==> src/rtl/acq_stream_packer_pkg.sv <==
// Shared AcqCard types and constants for the acquisition stream packer.
// Imported by the packer top level and its round-robin arbiter.
package acq_stream_packer_pkg;

  localparam int ACQ_PK_CH_MAX = 16;

  typedef enum logic {ACQ_CONT, ACQ_BURST} acqStreamMode_t;

  typedef enum logic [1:0] {PK_IDLE, PK_RUN, PK_DRAIN} acqPkState_t;

  // Width of a channel index, never less than one bit.
  function automatic int unsigned chanWidth(input int unsigned n);
    return (n > 1) ? $clog2(n) : 1;
  endfunction

endpackage

==> src/rtl/acq_rr_arbiter.sv <==
// Round-robin arbiter: highest priority goes to the requester after the last grant.
// The priority pointer only moves when the caller consumes the grant.
module acq_rr_arbiter
  import acq_stream_packer_pkg::*;
#(
  parameter int N = 4,
  localparam int IW = chanWidth(N)
) (
  input  logic          clk,
  input  logic          rst,
  input  logic [N-1:0]  req,
  input  logic          advance,
  output logic [N-1:0]  grant,
  output logic [IW-1:0] index
);

  logic [IW-1:0] ptr;
  logic          found;
  int            cand;

  always_comb begin
    grant = '0;
    index = '0;
    found = 1'b0;
    cand  = 0;
    for (int k = 0; k < N; k++) begin
      cand = int'(ptr) + k;
      if (cand >= N) cand = cand - N;
      if (!found && req[cand]) begin
        found       = 1'b1;
        grant[cand] = 1'b1;
        index       = IW'(cand);
      end
    end
  end

  always_ff @(posedge clk or posedge rst) begin
    if (rst) begin
      ptr <= '0;
    end else if (advance && found) begin
      ptr <= (int'(index) == N - 1) ? '0 : index + IW'(1);
    end
  end

endmodule

==> src/rtl/acq_stream_packer.sv <==
// Multi-channel ADC capture path: per-channel decimation and one-deep hold registers,
// round-robin packed onto a single valid/ready stream with continuous and burst modes.
module acq_stream_packer
  import acq_stream_packer_pkg::*;
#(
  parameter int CH_NUM  = 4,
  parameter int DW      = 16,
  parameter int DEC_W   = 16,
  parameter int BURST_W = 16,
  localparam int CW     = chanWidth(CH_NUM)
) (
  input  logic                 clk,
  input  logic                 rst,
  input  logic                 sysEn,
  input  acqStreamMode_t       mode,
  input  logic                 start,
  input  logic                 stop,
  input  logic [CH_NUM-1:0]    chEn,
  input  logic [DEC_W-1:0]     decRatio,
  input  logic [BURST_W-1:0]   burstLen,
  input  logic [CH_NUM*DW-1:0] ad_din,
  input  logic [CH_NUM-1:0]    ad_dinValid,
  output logic [CH_NUM-1:0]    ad_dinReady,
  output logic [DW-1:0]        pk_dout,
  output logic [CW-1:0]        pk_doutChan,
  output logic                 pk_doutLast,
  output logic                 pk_doutValid,
  input  logic                 pk_doutReady,
  output logic                 busy,
  output logic [CH_NUM-1:0]    overflow,
  input  logic                 ovfClr
);

  acqPkState_t    state;
  acqStreamMode_t modeLat;
  logic [CH_NUM-1:0]  chEnLat;
  logic [BURST_W-1:0] burstLenLat;

  logic [DEC_W-1:0]   decCnt   [CH_NUM];
  logic [DEC_W-1:0]   decLat   [CH_NUM];
  logic [BURST_W-1:0] burstCnt [CH_NUM];
  logic [CH_NUM-1:0]  holdFull;
  logic [DW-1:0]      holdData [CH_NUM];

  logic [CH_NUM-1:0] hs, keep, drop, load, decWrap, chDone;
  logic [CH_NUM-1:0] grant, grantEff;
  logic [CW-1:0]     grantIdx;
  logic running, burstMode, burstDone, startOk, drainDone, advance, lastCond;

  assign running     = sysEn && (state == PK_RUN);
  assign ad_dinReady = {CH_NUM{running}} & chEnLat;
  assign hs          = ad_dinValid & ad_dinReady;
  assign busy        = (state != PK_IDLE);
  assign burstMode   = (modeLat == ACQ_BURST);

  assign startOk = (state == PK_IDLE) && start && sysEn && (|chEn) &&
                   ((mode == ACQ_CONT) || (burstLen != '0));

  // A ratio of 0 or 1 puts the wrap point at 0, so every sample is kept.
  always_comb begin
    decWrap = '0;
    chDone  = '0;
    keep    = '0;
    drop    = '0;
    load    = '0;
    for (int i = 0; i < CH_NUM; i++) begin
      decWrap[i] = (decLat[i] <= DEC_W'(1)) || (decCnt[i] >= decLat[i] - DEC_W'(1));
      chDone[i]  = !chEnLat[i] || (burstCnt[i] >= burstLenLat);
      keep[i]    = hs[i] && (decCnt[i] == '0) &&
                   !(burstMode && (burstCnt[i] >= burstLenLat));
      drop[i]    = keep[i] && holdFull[i] && !grantEff[i];
      load[i]    = keep[i] && !drop[i];
    end
  end

  assign burstDone = burstMode && (&chDone);
  assign drainDone = (holdFull == '0) && (!pk_doutValid || pk_doutReady);
  assign advance   = sysEn && (!pk_doutValid || pk_doutReady) && (|holdFull);
  assign grantEff  = grant & {CH_NUM{advance}};

  // The final burst word is the one that leaves every hold register empty once no
  // further samples can be kept, which already holds in the last RUN cycle.
  assign lastCond = burstMode &&
                    ((state == PK_DRAIN) || ((state == PK_RUN) && burstDone)) &&
                    ((holdFull & ~grantEff) == '0);

  acq_rr_arbiter #(.N(CH_NUM)) u_arb (
    .clk     (clk),
    .rst     (rst),
    .req     (holdFull),
    .advance (advance),
    .grant   (grant),
    .index   (grantIdx)
  );

  always_ff @(posedge clk or posedge rst) begin
    if (rst) begin
      state       <= PK_IDLE;
      modeLat     <= ACQ_CONT;
      chEnLat     <= '0;
      burstLenLat <= '0;
    end else if (!sysEn) begin
      state <= PK_IDLE;
    end else begin
      case (state)
        PK_IDLE: begin
          if (startOk) begin
            state       <= PK_RUN;
            modeLat     <= mode;
            chEnLat     <= chEn;
            burstLenLat <= burstLen;
          end
        end
        PK_RUN: begin
          if ((!burstMode && stop) || burstDone) state <= PK_DRAIN;
        end
        PK_DRAIN: begin
          if (drainDone) state <= PK_IDLE;
        end
        default: state <= PK_IDLE;
      endcase
    end
  end

  // Decimation counters re-sample decRatio each time they wrap.
  always_ff @(posedge clk or posedge rst) begin
    if (rst) begin
      holdFull <= '0;
      for (int i = 0; i < CH_NUM; i++) begin
        decCnt[i]   <= '0;
        decLat[i]   <= '0;
        burstCnt[i] <= '0;
        holdData[i] <= '0;
      end
    end else if (!sysEn) begin
      holdFull <= '0;
      for (int i = 0; i < CH_NUM; i++) begin
        decCnt[i]   <= '0;
        burstCnt[i] <= '0;
      end
    end else if (startOk) begin
      for (int i = 0; i < CH_NUM; i++) begin
        decCnt[i]   <= '0;
        decLat[i]   <= decRatio;
        burstCnt[i] <= '0;
      end
    end else begin
      for (int i = 0; i < CH_NUM; i++) begin
        if (hs[i]) begin
          if (decWrap[i]) begin
            decCnt[i] <= '0;
            decLat[i] <= decRatio;
          end else begin
            decCnt[i] <= decCnt[i] + DEC_W'(1);
          end
        end
        if (load[i]) begin
          holdFull[i] <= 1'b1;
          holdData[i] <= ad_din[i*DW +: DW];
          if (burstCnt[i] < burstLenLat) burstCnt[i] <= burstCnt[i] + BURST_W'(1);
        end else if (grantEff[i]) begin
          holdFull[i] <= 1'b0;
        end
      end
    end
  end

  always_ff @(posedge clk or posedge rst) begin
    if (rst) begin
      pk_doutValid <= 1'b0;
      pk_dout      <= '0;
      pk_doutChan  <= '0;
      pk_doutLast  <= 1'b0;
    end else if (advance) begin
      pk_doutValid <= 1'b1;
      pk_dout      <= holdData[grantIdx];
      pk_doutChan  <= grantIdx;
      pk_doutLast  <= lastCond;
    end else if (pk_doutReady) begin
      pk_doutValid <= 1'b0;
      pk_doutLast  <= 1'b0;
    end
  end

  // A clear in the same cycle as a fresh drop leaves the flag set.
  always_ff @(posedge clk or posedge rst) begin
    if (rst) begin
      overflow <= '0;
    end else begin
      overflow <= drop | (overflow & ~{CH_NUM{ovfClr}});
    end
  end

  assert property (@(posedge clk) disable iff (rst) $onehot0(grantEff));

  assert property (@(posedge clk) disable iff (rst)
    (pk_doutValid && !pk_doutReady) |=>
      (pk_doutValid && $stable(pk_dout) && $stable(pk_doutChan) && $stable(pk_doutLast)));

endmodule

==> config.mk <==
export PLATFORM = sky130hd
export DESIGN_NAME = acq_stream_packer
export DESIGN_NICKNAME = d
export VERILOG_FILES = /design/src/rtl/acq_stream_packer_pkg.sv /design/src/rtl/acq_rr_arbiter.sv /design/src/rtl/acq_stream_packer.sv
export SDC_FILE = /design/constraint.sdc
export NUM_CORES = 1
export LEC_CHECK = 0
export BUFFER_PORTS_ARGS = -buffer_cell sky130_fd_sc_hd__buf_4
export CAP_MARGIN = 40
export CORE_MARGIN = 10
export CORE_UTILIZATION = 40
export CTS_BUF_LIST = sky130_fd_sc_hd__clkbuf_8
export DETAILED_ROUTE_END_ITERATION = 8
export GPL_ROUTABILITY_DRIVEN = 0
export SYNTH_ARGS = -nofsm -noshare
export SYNTH_HDL_FRONTEND = slang
export SYNTH_SLANG_ARGS = --single-unit
export TNS_END_PERCENT = 30
==> constraint.sdc <==
create_clock -name clk -period 21.5 [get_ports clk]
set_input_delay 6.45 -clock clk [delete_from_list [all_inputs] [get_ports clk]]
set_output_delay 6.45 -clock clk [all_outputs]
set_load 0.05 [all_outputs]
# ---- Word-level counts from Yosys, hierarchy flattened
# Index checks and enable logic that the tools add are counted.
dict set report op_classes {
  addsub 20
  n_lt_le_gt_ge 29
  eq_ne 23
  muxes 87
  bitwise 14
  n_reduce_logical 117
}
# cell count
set ops {}
lappend ops {{two-way mux 16 bit} 26}
lappend ops {{two-way mux 64 bit} 5}
lappend ops {{adder 16 x 1 -> 16 bit, second input constant} 8}
lappend ops {{>= comparator 16 bit} 8}
lappend ops {{>= comparator 32 x 1 -> 1 bit, second input constant} 4}
lappend ops {{less-than comparator 32 x 4 -> 1 bit, second input constant} 4}
lappend ops {{two-way mux 32 bit} 4}
lappend ops {{>= comparator 32 x 4 -> 1 bit, second input constant} 3}
lappend ops {{subtractor 32 x 4 -> 32 bit, second input constant} 3}
lappend ops {{<= comparator 16 x 1 -> 1 bit, second input constant} 4}
lappend ops {{logical NOT 16 bit} 4}
lappend ops {{less-than comparator 16 bit} 4}
lappend ops {{subtractor 16 x 1 -> 16 bit, second input constant} 4}
lappend ops {{inequality test 3 x 1 -> 1 bit, second input constant} 16}
lappend ops {{logical AND 1 bit} 45}
lappend ops {{binary-select mux 16 bit (select 2 bit)} 1}
lappend ops {{AND reduction 3 bit} 10}
lappend ops {{two-way mux 1 bit} 27}
lappend ops {{two-way mux 4 bit} 6}
lappend ops {{logical NOT 1 bit} 21}
lappend ops {{bitwise AND 4 bit} 5}
lappend ops {{nonzero test 2 bit} 10}
lappend ops {{two-way mux 2 bit} 9}
lappend ops {{OR 4 bit} 4}
lappend ops {{other kinds (24)} 55}
dict set report totals {
  ff_bits 309
  inputBits 112
  output_inout_bits 29
  wordCells 320
}

# ---- Longest topological paths before layout
dict set report logic_depth {
  ltp_word 23
  mapped_depth 16
  mapped_depth_nobuf 15
}

# ---- By module
# A second synthesis with hierarchy kept.
dict set report hier_totals {
  hier_cells 1852
  hier_area_um2 18854.3
}
# mod instances cells_per_inst area_each_um2 seq_area_each_um2
set modules_own_cells {}
lappend modules_own_cells {acq_stream_packer 1 1793 18293.8 7682.4}
lappend modules_own_cells {acq_rr_arbiter 1 59 560.5 50.0}

# ---- Least setup slack after synthesis
# OpenSTA, ideal clock, no wires.
dict set report synth_timing {
  path_kind {in2out}
  startpoint {in sysEn}
  endpoint {out ad_dinReady[0]}
  arrival_time_ns 7.573
  required_ns 15.050
  setup_slack_ns 7.477
  cell_stages 4
  path_buffers 2
  path_cell_list {clkbuf_1 -> and3b_1 -> clkbuf_1 -> and2_1}
}
dict set report synth_between {
  elab_chain_len 2
}
# element line
set synth_rtl {}
lappend synth_rtl {{start: declaration} acq_stream_packer.sv:14} ;# input logic sysEn,
lappend synth_rtl {{logical AND 1 bit} acq_stream_packer.sv:50} ;# assign running = sysEn && (state == PK_RUN);
lappend synth_rtl {{bitwise AND 4 bit} acq_stream_packer.sv:51} ;# assign ad_dinReady = {CH_NUM{running}} & chEnLat;
lappend synth_rtl {{end: declaration} acq_stream_packer.sv:23} ;# output logic [CH_NUM-1:0] ad_dinReady,
# No other way between the ends.

# ---- Final worst setup path
dict set report layout_timing {
  startpoint {in sysEn}
  endpoint {out ad_dinReady[2]}
}
# Same word-level chain as after synthesis.

==> results.md <==
* Post-synthesis async set-or-reset flop share at 100.0%
* Buffer count from post-CTS setup fixing at 0
* Critical-path cell list: buf_4 > and3b_1 > and2_1 > buf_4
* Iter 0 DRT Violations at 1189
* Mapped Avg Cell Area at between 9 and 10 sq um
* Number of distinct standard cells referenced by the synthesized netlist at 66
* Max-slew headroom at the worst pin at 35.05%
* Average routed wire per standard cell at between 15 and 20 microns
* Clock tree from TritonCTS: done
* Y dimension of the die at 236.2 microns
* Post-synth top flop: dfrtp_1
* Power per cell area at between 80 and 90 nW/um^2
* Post_cts resized at 0
* Post-synthesis to final-layout area growth at 16.27%
* Overflow after GRT at 0
* Worst Setup Start Kind: primary input
* X dimension of the die at between 200 and 250 microns
* Flip-flop and latch count after synthesis at about 310
* Final #Nets at 2335
* First-pass GRT wire length at 82550 microns
* Cell Area, Synth at 18690 sq um
* Filler cell count in the final layout at between 4000 and 5000
* RSZ-0062 raised after global routing: no
* CP most frequent cell: buf_4
* Die footprint at 55770 sq um
* Leak at 9.664 nW
* Gate family responsible for the most delay along the worst path: simple AND/OR/NAND/NOR gates
* Number of nets with antenna violations after routing at 0
* Register area share after synthesis at 41.37%
* # setup viols final at 0
* Via count of the first global-routing pass at 15336
* Fin crit period at 14.15 ns
* Final sum of negative setup slack at 0 ns
* Status: finished, final reports clean
* Tot Pwr at approximately 2 mW
* Core ar. at 46360 sq um
* Sum of buffers and inverters on the critical path at 2
* Final worst path period share at between 60% and 70%
* Number of port buffers at 140
* Ports at between 100 and 150
* Clock latency on the worst-skew pair at 0.66 ns
* Cell at the slowest stage of the critical path: and3b_1
* Path class of the lowest-slack min-delay path: flip-flop to flip-flop
* Hold-fix buffers, CTS at 0
* Data arrival, critical path at 7.70 ns
* Number of clock sinks at 309
* Required time of the worst setup path at 15.05 ns
* Slew of the pin with the lowest slew margin at 0.9653 ns
* Net Count, Synth at 2171
* Synthesized netlist cell count at 1907
* Number of enable flip-flop cells after synthesis at 0
* Antenna violations before repair at 0
* Total Routing Usage GR at 17.84%
* TritonCTS Buffers at 56
* Maximum level of the CTS H-tree at 2
* Synthesis Warnings at 0
* HPWL Detailed at 36770 microns
* Worst voltage drop across the vdd grid at about 0.077 mV
* Largest net degree at the start of global routing at 104
* Share of cells above drive strength 1 at 21.18%
* Hold Fails Final Rpt at 0
* Max_cap viols at 0
* Detailed-router iteration count before antenna repair at 5
* Total number of vias at approximately 15000
* Starting density of the core at 40.32%
* Delay of the slowest cell on the worst path at 0.64 ns
* Routed WL at 50850 microns
* Number of slew-limit violations in the final report at 0
* Maximum net fanout on the critical path at 13
* Worst clock skew at 0.02293 ns
* Type of the setup path with the least slack: primary input to primary output
* Antenna diode instance count at 0
* Vias per cell at 5.601
* Number of standard-cell rows in the floorplan at slightly below 80
* Drc violations at 0
* Clock tree root buffer cell: clkbuf_8
* Max Clock Freq at 70.67 MHz
* Worst-path clk slew at 0.06 ns
* Max Buffers Root-to-Sink at 3
* Crit end category: primary output
## cell families after synthesis
kind of cell | count (synthesis) | share of synthesized area (%)
and+or+nand+nor | 709 | 19.03
AOI/OAI and AO/OA | 337 | 12.00
DFF | 309 | 41.37
muxes | 170 | 10.26
adders and majority gates | 152 | 10.18
buffers and inverters | 137 | 2.812
xor gates and xnor gates | 93 | 4.358
## final timing paths
path                                      from  slack (ns)             end  depth (start not counted)
worst min register to register  pk_doutChan[0]        0.48  pk_doutChan[0]                          2
min in group asynchronous                  rst        5.87      decCnt[32]                          2
worst max register to register       flip-flop       16.85    burstCnt[15]                         11
worst min-delay path            pk_doutChan[0]        0.48  pk_doutChan[0]                          2
worst max-delay path                     sysEn        7.35  ad_dinReady[2]                          4
max in group asynchronous                  rst       13.90    holdData[21]                          6
## where the power goes
group / switching (mW) / internal, mW
Clock: 0.262 / 0.321
Sequential: 0.107 / 0.706
Combinational: 0.304 / 0.247
## layer usage
| metal | vias up | track usage, % | routed length (microns) |
|---|---|---|---|
| li1 | 7349 | - | - |
| met1 | 7460 | 23.53 | 23490 |
| met2 | 314 | 29.22 | 23930 |
| met3 | 95 | 3.231 | 2237 |
| met4 | 0 | 5.385 | 1190 |
| met5 | - | 0 | 0 |
## worst register-to-register path, delay by kind of cell (launching register included)
family | cells | cell delay, ns
fa+ha+maj | 1 | 0.53
simple gates | 4 | 1.89
buf+inv | 2 | 0.44
compound gates | 2 | 0.23
mux | 1 | 0.50
xor+xnor | 1 | 0.14
flops | 1 | 0.77
## flip-flops by register name (all words and copies together), names as in the netlist, named ones only
| signal | cells |
|---|---|
| pk_doutChan | 2 |
| decCnt | 64 |
| state | 2 |
| holdData | 64 |
| chEnLat | 4 |
| burstCnt | 64 |
| decLat | 64 |
| pk_doutValid | 1 |
| holdFull | 4 |
| pk_dout | 16 |
| u_arb.ptr | 1 |
| overflow | 4 |
| burstLenLat | 16 |
| burstMode | 1 |
| pk_doutLast | 1 |
## cells in the mapped netlist (all sizes together), types with 33 or more instances
| library cell | n | area share [%] |
|---|---|---|
| nor2 | 104 | 2.1 |
| xor2 | 33 | 1.5 |
| nor4 | 34 | 1.1 |
| o21ai | 63 | 1.7 |
| nor3 | 52 | 1.4 |
| or3 | 38 | 1.3 |
| ha | 152 | 10 |
| xnor2 | 60 | 2.8 |
| nand3 | 102 | 2.7 |
| nand2 | 207 | 4.2 |
| mux2 | 152 | 9.2 |
| inv | 75 | 1.5 |
| clkbuf | 55 | 1.1 |
| dfrtp | 309 | 41 |
| nand4 | 53 | 1.8 |
| a21oi | 97 | 2.6 |
## cells in the final DEF, fill, tap and decap left out, types with 21 or more instances in the layout
master,synthesis,final
nand4_1,53,53
nand3_1,102,102
a21oi_1,96,95
nor2_1,104,102
or3_1,38,38
ha_1,152,152
inv_1,75,86
xor2_1,33,33
a31oi_1,21,21
nor3_1,52,51
mux2_2,152,152
xnor2_1,60,60
clkbuf_8,0,67
nor4_1,34,34
nand2_1,207,206
dfrtp_1,309,309
and3_1,29,29
buf_4,0,158
a21o_1,31,31
o21ai_0,60,60
## metrics by stage
stage | cells | hold slack (ns) | util, % | instance area [sq um] | setup slack [ns]
finish | 2717 | 0.4826 | 46.88 | 21730 | 7.350
CTS | 2716 | 0.4902 | 46.85 | 21720 | 7.362
global route | 2717 | 0.5151 | 46.88 | 21730 | 7.317
detailed placement | 2619 | 0.4767 | 44.34 | 20550 | 7.363
floorplan | 1907 | 0.4706 | - | 18690 | 6.506
global placement | 2609 | 0.4667 | 44.05 | 20420 | 7.386
## area by class of cell
| type | count | area, sq um | area share, % |
|---|---|---|---|
| multi-input cells | 1461 | 10460 | 48.14 |
| flip-flops and latches | 309 | 7732 | 35.58 |
| repair buffers | 168 | 1324 | 6.092 |
| clock buffers | 67 | 922.1 | 4.243 |
| well taps | 607 | 759.5 | 3.495 |
| inverters | 75 | 289.0 | 1.330 |
| clock inverters | 30 | 242.7 | 1.117 |
(Power assumes the default switching activity.)
